`config.mk`:
```
export PLATFORM = sky130hd
export DESIGN_NAME = id_ex_latch
export DESIGN_NICKNAME = d
export VERILOG_FILES = /design/src/rtl/id_ex_latch.sv
export SDC_FILE = /design/constraint.sdc
export NUM_CORES = 1
export LEC_CHECK = 0
export BUFFER_PORTS_ARGS = -buffer_cell sky130_fd_sc_hd__clkbuf_2
export CAP_MARGIN = 20
export CORE_AREA = 2 2 127 129
export DETAILED_ROUTE_END_ITERATION = 10
export DIE_AREA = 0 0 129 131
export PLACE_DENSITY_LB_ADDON = 0.12
export SYNTH_ARGS = -nofsm -noshare
export SYNTH_HDL_FRONTEND = slang
export SYNTH_SLANG_ARGS = --single-unit
```
`constraint.sdc`:
```
create_clock -name i_clk -period 3.9 [get_ports i_clk]
set_input_delay 0.195 -clock i_clk [delete_from_list [all_inputs] [get_ports i_clk]]
set_output_delay 0.195 -clock i_clk [all_outputs]
set_load 0.01 [all_outputs]
```
`src/rtl/id_ex_latch.sv`:
```
// ID/EX pipeline register for the 5-stage MIPS core.
// Holds the decoded instruction for the EX stage and the forwarding unit,
// detects load-use hazards against the instruction in ID, and turns flushes,
// hazards and debug-step freezes into the right register behaviour.
// An all-zero register set is the canonical bubble (NOP with rs=rt=rd=0).

module id_ex_latch #(
  parameter int NB_DATA   = 32,
  parameter int NB_REG    = 5,
  parameter int NB_ALU_OP = 4,
  parameter int NB_CNT    = 16
) (
  input  logic                 i_clk,
  input  logic                 i_rst,
  input  logic                 i_valid,
  input  logic                 i_flush,
  input  logic [NB_REG-1:0]    i_rs,
  input  logic [NB_REG-1:0]    i_rt,
  input  logic [NB_REG-1:0]    i_rd,
  input  logic                 i_uses_rt,
  input  logic [NB_DATA-1:0]   i_data_a,
  input  logic [NB_DATA-1:0]   i_data_b,
  input  logic [NB_DATA-1:0]   i_imm,
  input  logic [NB_DATA-1:0]   i_pc,
  input  logic                 i_reg_wr_en,
  input  logic                 i_mem_rd_en,
  input  logic                 i_mem_wr_en,
  input  logic                 i_mem_to_reg,
  input  logic                 i_alu_src,
  input  logic                 i_reg_dst,
  input  logic [NB_ALU_OP-1:0] i_alu_op,
  output logic [NB_REG-1:0]    o_rs,
  output logic [NB_REG-1:0]    o_rt,
  output logic [NB_REG-1:0]    o_rd,
  output logic [NB_DATA-1:0]   o_data_a,
  output logic [NB_DATA-1:0]   o_data_b,
  output logic [NB_DATA-1:0]   o_imm,
  output logic [NB_DATA-1:0]   o_pc,
  output logic                 o_reg_wr_en,
  output logic                 o_mem_rd_en,
  output logic                 o_mem_wr_en,
  output logic                 o_mem_to_reg,
  output logic                 o_alu_src,
  output logic                 o_reg_dst,
  output logic [NB_ALU_OP-1:0] o_alu_op,
  output logic                 o_stall,
  output logic [NB_CNT-1:0]    o_stall_cnt
);

  logic [NB_REG-1:0]    rs_q, rs_d;
  logic [NB_REG-1:0]    rt_q, rt_d;
  logic [NB_REG-1:0]    rd_q, rd_d;
  logic [NB_DATA-1:0]   dataA_q, dataA_d;
  logic [NB_DATA-1:0]   dataB_q, dataB_d;
  logic [NB_DATA-1:0]   imm_q, imm_d;
  logic [NB_DATA-1:0]   pc_q, pc_d;
  logic                 regWrEn_q, regWrEn_d;
  logic                 memRdEn_q, memRdEn_d;
  logic                 memWrEn_q, memWrEn_d;
  logic                 memToReg_q, memToReg_d;
  logic                 aluSrc_q, aluSrc_d;
  logic                 regDst_q, regDst_d;
  logic [NB_ALU_OP-1:0] aluOp_q, aluOp_d;
  logic [NB_CNT-1:0]    stallCnt_q, stallCnt_d;

  logic                 hazard;

  // A load sitting in EX whose destination (rt, never r0) is a source of the
  // instruction in ID cannot be forwarded in time, so ID must wait one cycle.
  assign hazard = memRdEn_q & (rt_q != '0) &
                  ((rt_q == i_rs) | (i_uses_rt & (rt_q == i_rt)));

  // Stall is suppressed by reset, by a debug freeze and by a flush (the
  // dependent instruction is being squashed anyway).
  assign o_stall = hazard & i_valid & ~i_flush & ~i_rst;

  // Next-state selection: freeze holds everything, flush or hazard loads the
  // bubble (only a hazard bumps the saturating counter), otherwise capture ID.
  always_comb begin
    rs_d       = rs_q;
    rt_d       = rt_q;
    rd_d       = rd_q;
    dataA_d    = dataA_q;
    dataB_d    = dataB_q;
    imm_d      = imm_q;
    pc_d       = pc_q;
    regWrEn_d  = regWrEn_q;
    memRdEn_d  = memRdEn_q;
    memWrEn_d  = memWrEn_q;
    memToReg_d = memToReg_q;
    aluSrc_d   = aluSrc_q;
    regDst_d   = regDst_q;
    aluOp_d    = aluOp_q;
    stallCnt_d = stallCnt_q;
    if (i_valid) begin
      if (i_flush || hazard) begin
        rs_d       = '0;
        rt_d       = '0;
        rd_d       = '0;
        dataA_d    = '0;
        dataB_d    = '0;
        imm_d      = '0;
        pc_d       = '0;
        regWrEn_d  = 1'b0;
        memRdEn_d  = 1'b0;
        memWrEn_d  = 1'b0;
        memToReg_d = 1'b0;
        aluSrc_d   = 1'b0;
        regDst_d   = 1'b0;
        aluOp_d    = '0;
        if (!i_flush && (stallCnt_q != '1)) begin
          stallCnt_d = stallCnt_q + NB_CNT'(1);
        end
      end else begin
        rs_d       = i_rs;
        rt_d       = i_rt;
        rd_d       = i_rd;
        dataA_d    = i_data_a;
        dataB_d    = i_data_b;
        imm_d      = i_imm;
        pc_d       = i_pc;
        regWrEn_d  = i_reg_wr_en;
        memRdEn_d  = i_mem_rd_en;
        memWrEn_d  = i_mem_wr_en;
        memToReg_d = i_mem_to_reg;
        aluSrc_d   = i_alu_src;
        regDst_d   = i_reg_dst;
        aluOp_d    = i_alu_op;
      end
    end
  end

  // Pipeline register with synchronous reset to the bubble and a zero count.
  always_ff @(posedge i_clk) begin
    if (i_rst) begin
      rs_q       <= '0;
      rt_q       <= '0;
      rd_q       <= '0;
      dataA_q    <= '0;
      dataB_q    <= '0;
      imm_q      <= '0;
      pc_q       <= '0;
      regWrEn_q  <= 1'b0;
      memRdEn_q  <= 1'b0;
      memWrEn_q  <= 1'b0;
      memToReg_q <= 1'b0;
      aluSrc_q   <= 1'b0;
      regDst_q   <= 1'b0;
      aluOp_q    <= '0;
      stallCnt_q <= '0;
    end else begin
      rs_q       <= rs_d;
      rt_q       <= rt_d;
      rd_q       <= rd_d;
      dataA_q    <= dataA_d;
      dataB_q    <= dataB_d;
      imm_q      <= imm_d;
      pc_q       <= pc_d;
      regWrEn_q  <= regWrEn_d;
      memRdEn_q  <= memRdEn_d;
      memWrEn_q  <= memWrEn_d;
      memToReg_q <= memToReg_d;
      aluSrc_q   <= aluSrc_d;
      regDst_q   <= regDst_d;
      aluOp_q    <= aluOp_d;
      stallCnt_q <= stallCnt_d;
    end
  end

  assign o_rs         = rs_q;
  assign o_rt         = rt_q;
  assign o_rd         = rd_q;
  assign o_data_a     = dataA_q;
  assign o_data_b     = dataB_q;
  assign o_imm        = imm_q;
  assign o_pc         = pc_q;
  assign o_reg_wr_en  = regWrEn_q;
  assign o_mem_rd_en  = memRdEn_q;
  assign o_mem_wr_en  = memWrEn_q;
  assign o_mem_to_reg = memToReg_q;
  assign o_alu_src    = aluSrc_q;
  assign o_reg_dst    = regDst_q;
  assign o_alu_op     = aluOp_q;
  assign o_stall_cnt  = stallCnt_q;

endmodule

```
# == After elaboration in Yosys (flattened, before gate mapping) ==
# Index checks and enable logic that the tools add are counted.
# op_classes
addsub,1
eq_ne,3
mux,14
bitwise_logic,9
reduce_logical,5
# ops
cell,n
32-bit two-way mux,4
"16-bit by 1-bit adder with 16-bit output, second input constant",1
"16-bit inequality test, second input constant",1
5-bit two-way mux,3
5-bit equality test,2
1-bit AND,6
1-bit two-way mux,6
5-bit nonzero test,1
4-bit two-way mux,1
3-bit AND reduction,1
1-bit NOT,2
1-bit logical AND,1
1-bit zero test,1
1-bit logical OR,1
1-bit OR,1
# totals
reg_bits,169
in_bits,158
output_inout_bits,170
elab_cells,47

# == Logic depth before layout (Yosys ltp) ==
# depth
word_depth,7
mapped_depth,9
ltp_nobuf,6

# == Worst setup path after synthesis ==
# No wires, ideal clock.
# synth_path
path_type,reg2reg
from,"reg rt_q[3], in the netlist o_rt[3]"
to,"reg stallCnt_q[15], in the netlist o_stall_cnt[15]"
setup_time_ps,123
t_arrival_ps,1952
required_ps,3777
slack_ps,1824
path_stages_with_launch,7
n_path_buf,0
synth_period_minus_slack_ps,2076
path_cell_list,dfxtp_1 > xnor2_1 > nand4_1 > nor3_4 > o21bai_2 > or4_1 > mux2_1
# synth_between
elab_chain_len,6
elab_cells_between_ends,9
classes_between,eq/ne (2); bitwise (4); reduce/logical (3)
# synth_lines
element,line,text
start: declaration,51,"logic [NB_REG-1:0] rt_q, rt_d;"
start signal: assignment,153,rt_q <= rt_d;
5-bit equality test,71,((rt_q == i_rs) | (i_uses_rt & (rt_q == i_rt)));
1-bit AND,71,
1-bit OR,71,
1-bit AND *,70,assign hazard = memRdEn_q & (rt_q != '0) &
1-bit logical OR *,96,if (i_flush || hazard) begin
3-bit AND reduction (no line) *,--,
end signal: assignment,166,stallCnt_q <= stallCnt_d;
end: declaration,64,"logic [NB_CNT-1:0] stallCnt_q, stallCnt_d;"
# Mark *: on every way between the ends. The rest lies on a longest branch, timed or not.
# A chain may end at the register's enable or synchronous reset.

# == Final worst setup path ==
# layout_path
from,"reg rt_q[4], in the netlist o_rt[4]"
to,"reg pc_q[24], in the netlist o_pc[24]"
# layout_between
elab_chain_len,6
elab_cells_between_ends,9
classes_between,eq/ne (2); mux (1); bitwise (4); reduce/logical (2)
# layout_lines
element,line,text
5-bit equality test,71,
1-bit AND,71,
1-bit OR,71,
1-bit AND *,70,
1-bit logical OR *,96,
32-bit two-way mux *,96,
end signal: assignment,158,pc_q <= pc_d;
end: declaration,56,"logic [NB_DATA-1:0] pc_q, pc_d;"
# Marks and branches as above.

==> out/results.tsv <==
stage	metric	value	unit
run_status	run_status	finished, final reports clean	
logic_synthesis	synth_area_leaders	dfxtp_1 (60%), a22o_1 (24%), buf_6 (1.6%)	
routing	wl_per_cell	16.5	µm
grt	grt_total_usage	0.217	
logic_synthesis	yosysWarningCount	0	
sta	setup_viol	0	
worst_setup_path	timing_worst_setup_path_type	reg2reg	
sta	fin_skew	0.0156	ns
routing	post_drt_via_cell_ratio	4.87	
place	postPlaceCellArea	0.00741	mm²
grt	first_pass_grt_wire_length	28600	µm
routing	met3RoutedLength	1410	µm
logic_synthesis	synth_enable_flop_cells	0	
clocking	tritoncts	done	
cells_and_area	area.growth.synth_to_final	67.2	%
sta	tightestPinTransition	0.921	ns
sta	hold_violations	0	
pwr	worst_vdd_rail_ir_drop	0.285	mV
clocking	clock_sinks	169	
routing	drt-initial-drc-count	184	
sta	rsz_0062_raised_after_global_routing	no	
routing	route.antenna.remaining_nets	0	
logic_synthesis	post_synth_inst_count	467	
clocking	htree_num_levels	4	
logic_synthesis	post-synth-top-area-cell	dfxtp_1	
sta	report.final.slew_viol_count	0	
floorplan	placeableCoreArea	0.0156	mm²
hold_path	min_path_type	in2reg	
clocking	cts_setup_buffers	0	
floorplan	std_cell_rows	46	
floorplan	die-width	129	µm
logic_synthesis	yosysMostFrequentCell	dfxtp_1	
cells_and_area	antenna_cells_inserted	0	
routing	route.vias.total	5611	
routing	first_pass_iters	6	
sta	fmaxAchievable	380	MHz
clocking	tritoncts.num_buffers	17	
floorplan	initial_utilization	0.362	
pwr	power_density	424	mW/mm²
cells_and_area	drive_gt1_frac	0.400	
logic_synthesis	synthDominantCellAreaShare	0.600	
logic_synthesis	synth-async-reset-ratio	0	
floorplan	die_h	131	µm
logic_synthesis	yosysUniqueCellTypes	39	
clocking	cts_buffer_depth	2	
logic_synthesis	syn_area_per_cell	12.1	µm²
clocking	clock_latency	0.43	ns
pwr	p_leak	4.42	nW
logic_synthesis	synthesized_flop_and_latch_total	169	
sta	period_share	0.675	
logic_synthesis	synth_flop_cell	dfxtp_1	
grt	grt_start_max_net_pins	80	
floorplan	ioPinCount	328	
worst_setup_path	startpoint_type_of_the_worst_setup_path	flip-flop	
sta	post-route-min-period	2.63	ns
logic_synthesis	synth.net_count	626	
cells_and_area	design.final.nets	1082	
grt	first_global_vias	5564	
routing	routed_wl	19000	µm
run	timing.max_cap.violations	0	
routing	route.detailed.drc	0	
sta	slew-limit-headroom	0.384	
floorplan	die_area	0.0169	mm²
logic_synthesis	netlist_area	0.00564	mm²
cells_and_area	layout.cell_area.non_filler	0.00944	mm²
place	detailedPlacementHpwl	12100	µm
logic_synthesis	synth_seq_area_share	0.600	
worst_setup_path	worstSetupEndpointType	flip-flop	
worst_setup_path	crit_fanout	77	
place	buffer_ports.inserted	327	
place	gpl.final_weighted_congestion	0.798	
worst_setup_path	worst_ep_required_time	4.27	ns
clocking	cts_repair_resize_count	0	
grt	grt_antenna_before_repair	0	
worst_setup_path	crit_arrival	3.01	ns
routing	top_metal_used	met4	
routing	route.layer.met1.wl	7650	µm
clocking	cts.clk_slew.worst_paths	0.07	ns
logic_synthesis	synth_commonest_cells	dfxtp_1 (169), a22o_1 (152), clkbuf_1 (19)	
clocking	clock_tree.root_cell	clkbuf_16	
routing	met2_layer_wire_length_in_the_routed_design	9550	µm
sta	timing.setup.tns	0	ns
grt	grt-ovfl-total	0	
[cells in the final DEF (no fill, tap or decap), types with 7 or more instances in the layout]
master and count:
a21oi_1 10, a22o_1 152, clkbuf_16 17, clkbuf_2 327, dfxtp_1 169, dlygate4sd3_1 142, nand2_1 11, nand4_1 7
nor2_1 10, o21ai_0 8
[kinds of logic after synthesis]
family                     Yosys count  synth area share
adders and majority gates            1           0.00222
muxes                                6            0.0118
DFF                                169             0.600
and+or+nand+nor                     63            0.0659
xor gates and xnor gates            10            0.0155
buffers and inverters               38            0.0384
AOI/OAI and AO/OA                  180             0.267
[worst max-delay path, cell delays in order, from the launching register on]
cell and delay, ns:
dfxtp_1 0.36, or4_1 0.56, o21ai_1 0.17, o21bai_2 0.18, and2_4 0.73, buf_12 0.30
a22o_1 0.18
[through the flow]
| stage | setup slack, ns | hold slack [ns] | util | std cells | power, W |
|---|---|---|---|---|---|
| 2_1_floorplan | 1.82 | 0.328 | - | 467 | 0.00201 |
| 3_3_place_gp | 1.38 | 0.411 | 0.475 | 978 | 0.00217 |
| 3_5_place_dp | 1.30 | 0.416 | 0.475 | 978 | 0.00218 |
| 4_1_cts | 1.27 | 0.000661 | 0.605 | 1152 | 0.00404 |
| 5_1_grt | 1.12 | 0.00821 | 0.605 | 1152 | 0.00416 |
| 6_report | 1.27 | 0.0221 | 0.605 | 1152 | 0.00400 |
[worst paths after layout]
kind                               start  cells past startpoint                endpoint  slack (ns)
hold / removal                   i_rt[4]                      2    o_rt[4]$_SDFFE_PP0P_        0.02
setup / recovery    o_rt[4]$_SDFFE_PP0P_                      6   o_pc[24]$_SDFFE_PP0P_        1.27
setup reg to reg    o_rt[4]$_SDFFE_PP0P_                      6   o_pc[24]$_SDFFE_PP0P_        1.27
hold reg to reg   o_imm[22]$_SDFFE_PP0P_                      1  o_imm[22]$_SDFFE_PP0P_        0.47
[repair_timing]
action | 4_1_cts | 5_1_grt
endpoints found under the setup margin | 0 | 0
endpoints found under the hold margin | 142 | 0
hold buffers | 142 | 0
[area by class of cell]
| type | instances | area, µm² |
|---|---|---|
| fillers | 1239 | 6160 |
| flip-flops and latches | 169 | 3380 |
| repair buffers | 473 | 3110 |
| multi-input cells | 260 | 2050 |
| clock buffers | 19 | 443 |
| well taps | 216 | 270 |
| clock inverters | 13 | 166 |
| inverters | 2 | 7.51 |
[report_power, final]
group	switching (W)	leakage [nW]	internal [W]
clock network	0.000707	0.291	0.00103
logic	0.000188	2.75	0.000248
registers	0.0000381	1.38	0.00179
[layer usage]
| layer | vias up | global-route usage |
|---|---|---|
| met5 | - | 0 |
| met4 | 0 | 0.0921 |
| met3 | 31 | 0.0684 |
| met2 | 265 | 0.370 |
| met1 | 2614 | 0.253 |
| li1 | 2701 | - |
Power figures use the tool's default switching activity.
